[src/rtl/bus_write_arbiter.sv]
// Round-robin arbiter for two write masters onto the peripheral write bus.
// It holds one registered write in flight and drops unmapped or stalled writes with an error pulse.
module bus_write_arbiter #(
   parameter int TIMEOUT = 255
) (
   input  logic        clk,
   input  logic        reset,
   input  logic [31:0] m0_addr,
   input  logic [31:0] m0_dout,
   input  logic        m0_write_valid,
   output logic        m0_write_ready,
   input  logic [31:0] m1_addr,
   input  logic [31:0] m1_dout,
   input  logic        m1_write_valid,
   output logic        m1_write_ready,
   output logic [31:0] s_addr,
   output logic [31:0] s_dout,
   output logic [3:0]  s_sel,
   output logic        s_write_valid,
   input  logic [3:0]  s_write_ready,
   output logic        err_unmapped,
   output logic        err_timeout
);

   localparam int CNT_W = $clog2(TIMEOUT + 1);

   typedef enum logic {IDLE, BUSY} state_t;

   state_t             r_state;
   state_t             w_state_nxt;
   logic               r_last_grant;
   logic [CNT_W-1:0]   r_cnt;
   logic [31:0]        r_addr;
   logic [31:0]        r_dout;
   logic               r_err_unmapped;
   logic               r_err_timeout;

   logic               w_grant_m1;
   logic               w_accept;
   logic [31:0]        w_addr;
   logic [31:0]        w_dout;
   logic               w_mapped;
   logic               w_slot_done;
   logic               w_drop;
   logic [3:0]         w_sel;

   // On a tie the master that did not win last time gets the bus.
   always_comb begin
      w_grant_m1  = m1_write_valid && (!m0_write_valid || !r_last_grant);
      w_addr      = w_grant_m1 ? m1_addr : m0_addr;
      w_dout      = w_grant_m1 ? m1_dout : m0_dout;
      w_mapped    = (w_addr[31:28] == 4'hE);
      w_slot_done = s_write_ready[r_addr[27:26]];
   end

   always_comb begin
      w_state_nxt = r_state;
      w_accept    = 1'b0;
      w_drop      = 1'b0;
      case (r_state)
         IDLE: begin
            w_accept = !reset && (m0_write_valid || m1_write_valid);
            if (w_accept && w_mapped) w_state_nxt = BUSY;
         end
         BUSY: begin
            if (w_slot_done) begin
               w_state_nxt = IDLE;
            end else if (r_cnt == '0) begin
               w_drop      = 1'b1;
               w_state_nxt = IDLE;
            end
         end
         default: w_state_nxt = IDLE;
      endcase
   end

   always_ff @(posedge clk) begin
      if (reset) begin
         r_state        <= IDLE;
         r_last_grant   <= 1'b1;
         r_cnt          <= '0;
         r_addr         <= '0;
         r_dout         <= '0;
         r_err_unmapped <= 1'b0;
         r_err_timeout  <= 1'b0;
      end else begin
         r_state        <= w_state_nxt;
         r_err_unmapped <= w_accept && !w_mapped;
         r_err_timeout  <= w_drop;
         if (w_accept) begin
            r_last_grant <= w_grant_m1;
            if (w_mapped) begin
               r_addr <= w_addr;
               r_dout <= w_dout;
               r_cnt  <= CNT_W'(TIMEOUT);
            end
         end else if (r_state == BUSY && !w_slot_done && r_cnt != '0) begin
            r_cnt <= r_cnt - CNT_W'(1);
         end
      end
   end

   always_comb begin
      w_sel = 4'b0000;
      if (r_state == BUSY) w_sel[r_addr[27:26]] = 1'b1;
   end

   assign m0_write_ready = w_accept && !w_grant_m1;
   assign m1_write_ready = w_accept &&  w_grant_m1;
   assign s_addr         = r_addr;
   assign s_dout         = r_dout;
   assign s_sel          = w_sel;
   assign s_write_valid  = (r_state == BUSY);
   assign err_unmapped   = r_err_unmapped;
   assign err_timeout    = r_err_timeout;

endmodule
[config.mk]
export PLATFORM = sky130hd
export DESIGN_NAME = bus_write_arbiter
export DESIGN_NICKNAME = d
export VERILOG_FILES = /design/src/rtl/bus_write_arbiter.sv
export SDC_FILE = /design/constraint.sdc
export NUM_CORES = 1
export LEC_CHECK = 0
export CORE_ASPECT_RATIO = 0.6
export CORE_MARGIN = 2
export CORE_UTILIZATION = 25
export CTS_BUF_LIST = sky130_fd_sc_hd__clkbuf_16
export DETAILED_ROUTE_END_ITERATION = 12
export GPL_TIMING_DRIVEN = 1
export HOLD_SLACK_MARGIN = 0.03
export MAX_ROUTING_LAYER = met4
export SYNTH_ARGS = -nofsm -noshare
export SYNTH_HDL_FRONTEND = slang
export SYNTH_SLANG_ARGS = --single-unit
[constraint.sdc]
create_clock -name clk -period 3.8 [get_ports clk]
set_input_delay 0.38 -clock clk [delete_from_list [all_inputs] [get_ports clk]]
set_output_delay 0.38 -clock clk [all_outputs]
set_load 0.005 [all_outputs]
### Word-level counts from Yosys, hierarchy flattened

Index checks and enable logic that the tools add are counted.

* bits in registers: 76
* input port bits: 136
* output and inout port bits: 73

* $add $sub $neg: 1
* magnitude comparators: 2
* equal/unequal tests: 2
* muxes and demuxes: 16
* bitwise logic cells: 1
* reductions and logical operators: 23

Operators by type and width (count)
* 2-to-1 mux 32 bit: 2
* 2-to-1 mux 8 bit: 3
* logical AND 1 bit: 9
* zero test 8 bit: 1
* nonzero test 8 bit: 1
* subtractor 8 x 1 -> 8 bit (second input constant): 1
* 2-to-1 mux 1 bit: 7
* zero test 1 bit: 6
* equality test 4 bit (second input constant): 1
* 2-to-1 mux 4 bit: 1
* AND reduction 2 bit: 2
* less-than comparator 2 x 3 -> 1 bit (second input constant): 1
* OR reduction 3 bit: 1
* binary-select mux 1 bit (select 2 bit): 1
* demux 1 bit (select 2 bit): 1
* >= comparator 2 x 1 -> 1 bit (second input constant): 1
* logical OR 1 bit: 2
* != test 2 x 1 -> 1 bit (second input constant): 1
* one-hot mux 1 bit (2 select lines): 1
* nonzero test 2 bit: 1
* NOT 1 bit: 1

### Depth between registers and ports, before layout

* word-level depth: 8
* depth in mapped cells: 7
* gate-level depth less buffers: 6

### Worst setup path before layout

Ideal clock, no wire load.

* path kind: in2reg
* start point: in m1_write_valid
* end point: reg r_dout[12] (netlist: s_dout[12])
* library setup time: 0.134 ns
* arrival: 1.620 ns
* path slack: 2.046 ns
* stages: 7
* path buffers: 3
* cells stage by stage: a21boi_1 > buf_2 > mux2i_4 > and2_1 > buf_2 > buf_2 > a211oi_1

* cells in the longest elaborated chain, start to end: 4

Ends and longest elaborated chain
* from (decl): RTL line 14 `input logic m1_write_valid,`
* logical AND 1 bit / logical OR 1 bit (equally long branches): RTL line 49, 62
* 2-to-1 mux 32 bit / logical AND 1 bit (equally long branches): RTL line 50, 62
* equality test 4 bit / 2-to-1 mux 1 bit (equally long branches): RTL line 52, 60
* AND reduction 2 bit (no source line)
* to (signal assigned): RTL line 94 `r_dout <= w_dout;`
* to (decl): RTL line 34 `logic [31:0] r_dout;`

Several ways; a longest one is shown, not always the timed one.
A chain may end at the register's enable or synchronous reset.

### Worst setup path after layout

* start point: in m1_write_valid
* end point: out m1_write_ready

* cells in the longest elaborated chain, start to end: 4

Ends and longest elaborated chain
* logical OR 1 bit: RTL line 62 `w_accept = !reset && (m0_write_valid || m1_write_valid);`
* logical AND 1 bit: RTL line 62
* 2-to-1 mux 1 bit: RTL line 60 `case (r_state)`
* logical AND 1 bit (*): RTL line 109 `assign m1_write_ready = w_accept && w_grant_m1;`
* to (decl): RTL line 15 `output logic m1_write_ready,`

Every way passes the cells marked *; elsewhere a longest branch is shown, timed or not.

==> metrics.md <==
| Metric | Value |
|---|---|
| Final Hold Viols | `0` |
| CP Data Arrival Time | `2.47 ns` |
| Reg clk slew, reported paths | `~0.06 ns` |
| Final HPWL DP | `8820 um` |
| N_diodes | `0` |
| Avg Vias per Cell | `about 4.7` |
| Row Count | `33` |
| Placed cell areas | `5760 um^2` |
| DR vias | `3518` |
| Die X | `around 160 um` |
| Post-route ant nets | `0` |
| Number of global-route vias before repair | `3521` |
| CP Launch Type | `primary input` |
| Final net count | `between 600 and 700` |
| Place WS | `roughly 0.92 ns` |
| Resize count post-CTS | `0` |
| I/O Pins | `between 200 and 250` |
| Synth area leaders | `dfxtp_1 (43%), mux2i_1 (17%), a211oi_1 (13%)` |
| Pin count of the biggest net entering global routing | `65` |
| Depth of the CTS H-tree | `3` |
| Mean area per synthesized cell | `9.67 um^2` |
| First-pass GRT wire length | `18800 um` |
| Max-cap violations | `0` |
| Share of cells above drive strength 1 | `5.90%` |
| DR DRC count | `0` |
| Synth async-reset ratio | `0%` |
| Buffers on Ports | `208` |
| Switching Fraction | `23.9%` |
| Hold Crit Class | `flop to flop` |
| Gr usage total | `16.5%` |
| Peak supply drop | `155 uV` |
| Slowest stage delay, CP | `0.60 ns` |
| Fmax | `0.351 GHz` |
| Top FF cell, synth | `dfxtp_1` |
| Mapped Nets | `501` |
| Net Sw Power | `483 uW` |
| Period utilisation layout | `75.0%` |
| Routed len/inst | `roughly 16 um` |
| Synth Register Bits | `between 70 and 80` |
| Min cycle time layout | `2.85 ns` |
| Clock Latency Late Sink | `0.33 ns` |
| Crit end category | `output port` |
| CP most frequent cell | `clkdlybuf4s50_1` |
| Leak | `0.00209 uW` |
| Die area | `15100 um^2` |
| TNS Setup | `0 ns` |
| Combinational power share | `between 15 and 20%` |
| Most common cell in the netlist | `dfxtp_1` |
| Clock Power Share | `41.4%` |
| Post-CTS setup buffer count | `0` |
| Share of the synthesized area in the top cell type | `43.2%` |
| Critical Path RT | `3.42 ns` |
| Seq pwr share | `40.9%` |
| Post-synth cell types | `38` |
| Ys Warns | `0` |
| Max-slew violation count | `0` |
| Setup CP Type | `primary input to output port` |
| Post-route cell area | `6060 um^2` |
| Gpl congestion | `~0.81` |
| Crit path buffers/inverters | `3` |
| Sequential area share after synthesis | `43.2%` |
| Synth Instances | `364` |
| EDFF count, synth | `0` |
| Hold Buf Count CTS | `0` |
| Synth cell count leaders | `dfxtp_1 (76), a211oi_1 (63), a21oi_1 (61)` |
| Pwr dens | `around 330 nW/um^2` |
| Starting density of the core | `25.7%` |
| Clk root buf | `clkbuf_16` |
| Max transition margin | `50.5%` |
| Dominant cell type by area after synthesis | `dfxtp_1` |
| Area Overhead vs Synth | `72.1%` |
| Final setup viols | `0` |
| Outcome | `finished clean` |
| Core area | `13700 um^2` |
| Final worst slack | `around 0.95 ns` |
| RSZ-0062 raised after global routing | `false` |
| Hold WS | `0.474 ns` |
| DRT Pass-1 Iters | `5` |
| Grt total ovfl | `0` |
| Worst Max-Slew Pin Slew | `0.742 ns` |
| CTS max path bufs | `2` |
| Synth Cell Area | `3520 um^2` |
| Detailed Route WL | `12300 um` |
| Cts bufs inserted | `9` |
| CTS tree | `yes` |
| Worst Clk Skew | `0.00442 ns` |
| Cell Chain, Critical Path | `clkdlybuf4s50_1 > a21boi_4 > buf_4 > nor3b_1 > clkdlybuf4s50_1` |
| Max FO, Critical Path | `24` |
| Filler Cell Count | `~1300` |
| Kind of cell adding the most delay to the critical path | `buffers and inverters` |
| Die height | `95.9 um` |
| Internal power | `~1500 uW` |
| Iteration-0 DRC Markers | `147` |
| Slowest CP cell | `clkdlybuf4s50_1` |
| CTS sink cnt | `76` |
| Initial antenna violation count | `0` |
sequential cells by signal (all words and copies together) (netlist names):
signal	flops
r_last_grant	1
s_write_valid	1
r_cnt	8
err_timeout	1
err_unmapped	1
s_addr	32
s_dout	32
power groups by stage:
| stage | Clock (uW) | Combinational (uW) | Sequential [uW] |
|---|---|---|---|
| 2_1_floorplan | 0 | 148 | 843 |
| 4_1_cts | 867 | 360 | 826 |
| 3_5_place_dp | 0 | 358 | 844 |
| 6_report | 836 | 357 | 826 |
| 5_1_grt | 907 | 385 | 828 |
| 3_3_place_gp | 0 | 353 | 843 |
layout make-up:
class	count	area (um^2)	area share, %
Timing Repair Buffer	214	2130	35.2
Sequential cell	76	1520	25.1
Clock buffer	9	225	3.72
Clock inverter	7	67.6	1.12
Inverter	10	37.5	0.620
Tap cell	192	240	3.97
Multi-Input combinational cell	243	1830	30.2
worst paths after layout:
check / from / endpoint / slack [ns] / cells past startpoint
setup reg to reg: r_last_grant / s_addr[13] / 1.58 / 5
setup / recovery: m1_write_valid / m1_write_ready / 0.95 / 5
hold / removal: s_addr[29] / s_addr[29] / 0.47 / 1
hold reg to reg: s_addr[29] / s_addr[29] / 0.47 / 1
routing by layer:
metal  wire length [um]  share of wire, %  vias to the layer above  global-route usage, %
met3                726               5.9                       11                   5.40
met1               5730                47                     1634                   20.6
met5                  0                 0                        -                      -
met4                108              0.88                        0                   3.71
met2               5730                47                       97                   26.3
li1                   -                 -                     1776                      -
layout by cell type (no fill, tap or decap), drive strengths merged, types with 2 or more instances in the layout:
cell           instances
a2111oi                3
a211oi                63
a21oi                 61
and3                   4
buf                    7
clkbuf                 9
clkdlybuf4s50        207
clkinv                 4
clkinvlp               2
dfxtp                 76
inv                   10
mux2                   2
mux2i                 61
nand2                  2
nand2b                 2
nand4b                 2
nor2                  12
nor3                   7
nor3b                  2
o21a                   4
or3                    3
or4                    2
stage by stage:
step | std cells | util [%] | power [uW]
after floorplan | 364 | - | 991
after global placement | 735 | 42.0 | 1200
after detailed placement | 735 | 42.0 | 1200
after CTS | 751 | 44.2 | 2050
after global routing | 751 | 44.2 | 2120
final | 751 | 44.2 | 2020
kinds of logic after synthesis:
kind of cell	count (synthesis)	synth area share (%)
adder cells (fa/ha/maj)	1	0.356
AO/OA/AOI/OAI	141	26.6
multiplexers	63	18.3
flip-flops	76	43.2
AND/OR/NAND/NOR	38	6.19
buffers and inverters	45	5.26
Note: power is estimated with default switching activity, not from simulation.
==> edit 1: new RTL, config.mk and constraints unchanged <==
Register the output `err_timeout` once more, cleared by the reset; this adds one clock of latency there. The other outputs are not delayed to match.
--- a/src/rtl/bus_write_arbiter.sv
+++ b/src/rtl/bus_write_arbiter.sv
@@ -114,3 +114,9 @@
    assign err_unmapped   = r_err_unmapped;
-   assign err_timeout    = r_err_timeout;
+   always_ff @(posedge clk) begin
+      if (reset) begin
+         err_timeout <= '0;
+      end else begin
+         err_timeout <= r_err_timeout;
+      end
+   end
 
Behaviour: no difference found for any inputs over 10 cycles, from zero or initial values and one cycle with reset high; that may be too few to reach the edited logic, so the function may still have changed.
==> edit 1 against the original RTL <==
- final cell count grew 0.40%
- power up 1.6%
- area after synthesis increased by 0.71%
- sequential power grew 1%
- sequential cell count up 1
- worst setup slack better by 0.10 ns
- first-iteration DRC count down 5.4%
- synthesized cell count grew 0.82%
- register-to-register slack worse by 0.08 ns
- final area increased by 0.66%
- routed wire length fell by 2.5%
- largest cell class unchanged
==> edit 1: results (changes against the original RTL) <==
status finished, final reports clean; synth cell count leaders 77 x dfxtp_1, 64 x a21oi_1, 63 x a211oi_1; leakage 2.092 nW (+0.24%); Worst EP arrival 2.37 ns (-0.10 ns); worst-skew pair later-pin latency 0.33 ns (about the same); library cells used by synthesis 38 (unchanged); largest net degree at the start of global routing 76 (+17%); hold path startpoint reset; launch point of the worst reg-to-reg path s_write_valid; First-pass DRT Iterations 4 (-1); Slew @ Worst Pin 0.8191 ns (+0.07672 ns); hold crit path type in2reg; routability cong. 0.7967 (-1.9%); Final #Nets 694 (+0.43%); TritonCTS Buffers 9 (unchanged); DR vias/cell 4.752 (+1.4%); top cells by area, synth dfxtp_1 44%, mux2i_1 17%, a211oi_1 13%; Critical Path Start m1_write_valid; share of cells above drive strength 1 7.295% (+1.4 points); Worst VDD drop 187.5 uV (+21%); DP HPWL 8.795 mm (-0.33%); sequential element share of the synthesized area 43.50% (+0.26 points); routed wl met3 708 microns (-2.5%); first-pass GRT wire length 18.29 mm (-2.7%); metal2 WL 5.470 mm (-4.5%); total track usage 15.79% (-0.75 points); first-iteration detailed-routing DRC count 139 (-5.4%); filler cell count 1,307 (-1.4%); number of global-route vias before repair 3,557 (+1.0%); crit path max fanout 31 (+29%); DR WL/cell 15.89 microns (-2.9%); Metal-1 WL 5.681 mm (-0.79%); CP peak stage delay 0.52 ns (-0.08 ns); clk_skew 0.004854 ns (+0.0004378 ns)
edit 1: changes by cell type after synthesis, sizes merged, moves of 3 or more:
cell / change
or3: -3
and2: +3
nor3: -3
o21a: -4
buf: +3
a21oi: +3
edit 1: critical path, delay by kind of cell:
family | cells | cell delay, ns
buffers and inverters | 3 | 1.49
AOI/OAI and AO/OA | 1 | 0.26
and+or+nand+nor | 1 | 0.23
edit 1: per-stage QoR:
| step | std cells | setup slack (ns) | instance area, sq um |
|---|---|---|---|
| 6_report | 754 | 1.052 | 6096 |
| 2_1_floorplan | 367 | 1.793 | 3543 |
| 5_1_grt | 754 | 0.9472 | 6096 |
| 3_3_place_gp | 738 | 1.053 | 5794 |
| 4_1_cts | 754 | 1.024 | 6096 |
| 3_5_place_dp | 738 | 0.9754 | 5794 |
edit 1: cell families (layout without fill, tap and decap cells):
family	after synthesis	in the layout	synth area share (%)
AO/OA/AOI/OAI	143	143	26.80
adder cells (fa/ha/maj)	1	1	0.3531
buffers and inverters	45	240	5.155
flip-flops	77	77	43.50
multiplexers	63	63	17.87
AND/OR/NAND/NOR	38	38	6.321
edit 1: worst paths after layout:
| check | endpoint | slack, ns | depth (start not counted) |
|---|---|---|---|
| max | m1_write_ready | 1.05 | 5 |
| min | err_unmapped | 0.43 | 4 |
| max reg2reg | s_addr[1] | 1.50 | 5 |
| min reg2reg | err_timeout | 0.45 | 1 |
edit 1: layer usage:
metal  up-vias  GRT usage [%]
li1       1777              -
met1      1690          20.24
met2       103          25.36
met3        13          4.097
met4         0          3.030
met5         -              -
edit 1: layout make-up:
class	instances	area (sq um)	share of cell area [%]
clock buffer	9	225.2	3.695
clock inverter	7	76.32	1.252
inverter	8	30.03	0.4926
multi-input combinational	245	1846	30.28
sequential	77	1541	25.29
tap	192	240.2	3.941
timing repair buffer	216	2137	35.06
edit 1: where the power goes:
part	internal [mW]	switching, mW
sequential	0.825	0.0117
clock	0.510	0.346
combinational	0.217	0.140
==> edit 2: new RTL, same flow settings <==
Made on the original files. The parameter `TIMEOUT` goes from 255 to 510.
--- a/src/rtl/bus_write_arbiter.sv
+++ b/src/rtl/bus_write_arbiter.sv
@@ -3,3 +3,3 @@
 module bus_write_arbiter #(
-   parameter int TIMEOUT = 255
+   parameter int TIMEOUT = 510
 ) (
Behaviour: no difference found for any inputs over 10 cycles, from zero or initial values and one cycle with reset high; that may be too few to reach the edited logic, so the function may still have changed.
==> edit 2 against the original RTL <==
- area after synthesis grew 9.0%
- final area grew 4.3%
- die area grew 8.7%
- worst setup slack lost 0.044 ns
- sequential cell count grew 1
- power shrank 1.3%
- global-route usage shrank 1.4 points
- routed wire length grew 1.1%
==> edit 2: results (changes against the original RTL) <==
syn nets 504 (+0.60%); Worst EP arrival 2.51 ns (+0.04 ns); combinational power share 18.8% (+1.1 points); cell count after synthesis 367 (+0.82%); worst-skew pair later-pin latency 0.33 ns (about the same); Final #Nets 694 (+0.43%); First-pass DRT Iterations 4 (-1); top cells by area, synth dfxtp_1 40%, mux2i_1 16%, a211oi_2 15%; Clk network pwr share 39.2% (-2.2 points); Metal-1 WL 5.715 mm (-0.19%); sequential element share of the synthesized area 40.18% (-3.1 points); first-iteration detailed-routing DRC count 144 (-2.0%); clk_skew 0.008588 ns (+0.004172 ns); GR Util met1 19.11% (-1.5 points); Slew @ Worst Pin 1.074 ns (+0.3316 ns); vias 3,642 (+3.5%); Worst VDD drop 174.8 uV (+12%); post-synthesis mux area share 16.83% (-1.5 points); Post-Place Cell Area 6047 sq um (+4.9%); Power Dens Cells 315.4 nW/um^2 (-5.4%); P_int 1.481 mW (-3.5%); Synth Area in Compound Gates 31.25% (+4.6 points); routed wl met3 743 microns (+2.3%); first-pass GRT wire length 19.02 mm (+1.2%); dpl cells 749 (+1.9%); dpl ws 0.8789 ns (-0.04314 ns); slowest CP cell buf_4; DR WL/cell 16.24 microns (-0.72%); largest net degree at the start of global routing 70 (+7.7%); metal2 WL 5.762 mm (+0.63%); filler cell count 1,450 (+9.4%); family with the most delay on the worst path buffers and inverters; DR vias/cell 4.761 (+1.6%); routability cong. 0.7171 (-12%); DP HPWL 8.757 mm (-0.77%); CP peak stage delay 0.83 ns (+0.23 ns); number of global-route vias before repair 3,584 (+1.8%); Global Route met3 Usage 3.388% (-2.0 points); leakage 2.094 nW (+0.31%); predominant post-synthesis flop cell dfxtp_1; synth cell count leaders 77 x dfxtp_1, 63 x a21oi_1, 60 x mux2i_1; status finished, final reports clean; library cells used by synthesis 40 (+5.3%); GR Util met2 24.43% (-1.9 points); share of cells above drive strength 1 13.88% (+8.0 points); crit path max fanout 61 (+150%); total track usage 15.17% (-1.4 points); Synth Area in Adders 0.3262% (-0.029 points)
edit 2: cell types whose count changed after synthesis, sizes merged, moves of 3 or more:
cell    unedited run  this run
buf               14        19
nor3               7         4
inv               10         7
or3                3         0
clkbuf            21        16
and4               0         4
edit 2: layout make-up:
cell class	count	area (sq um)	area share [%]
Clock inverter	7	43.79	0.6933
Inverter	8	30.03	0.4754
Clock buffer	9	225.2	3.566
Tap cell	203	254.0	4.021
Timing Repair Buffer	214	2137	33.84
Multi-Input combinational cell	247	2085	33.00
Sequential cell	77	1541	24.41
edit 2: path summary, 6_finish.rpt:
path,start,endpoint,slack (ns),depth (start not counted)
min,r_cnt[8],err_timeout,0.43,1
max,m1_write_valid,m0_write_ready,0.91,5
max reg2reg,s_write_valid,s_addr[23],1.52,5
min reg2reg,r_cnt[8],err_timeout,0.43,1
edit 2: worst register-to-register path: stages (launching register included):
cell	delay, ns
dfxtp_1	0.36
nor2_2	0.14
o21a_2	0.62
and2_4	0.54
buf_12	0.34
a211oi_2	0.13
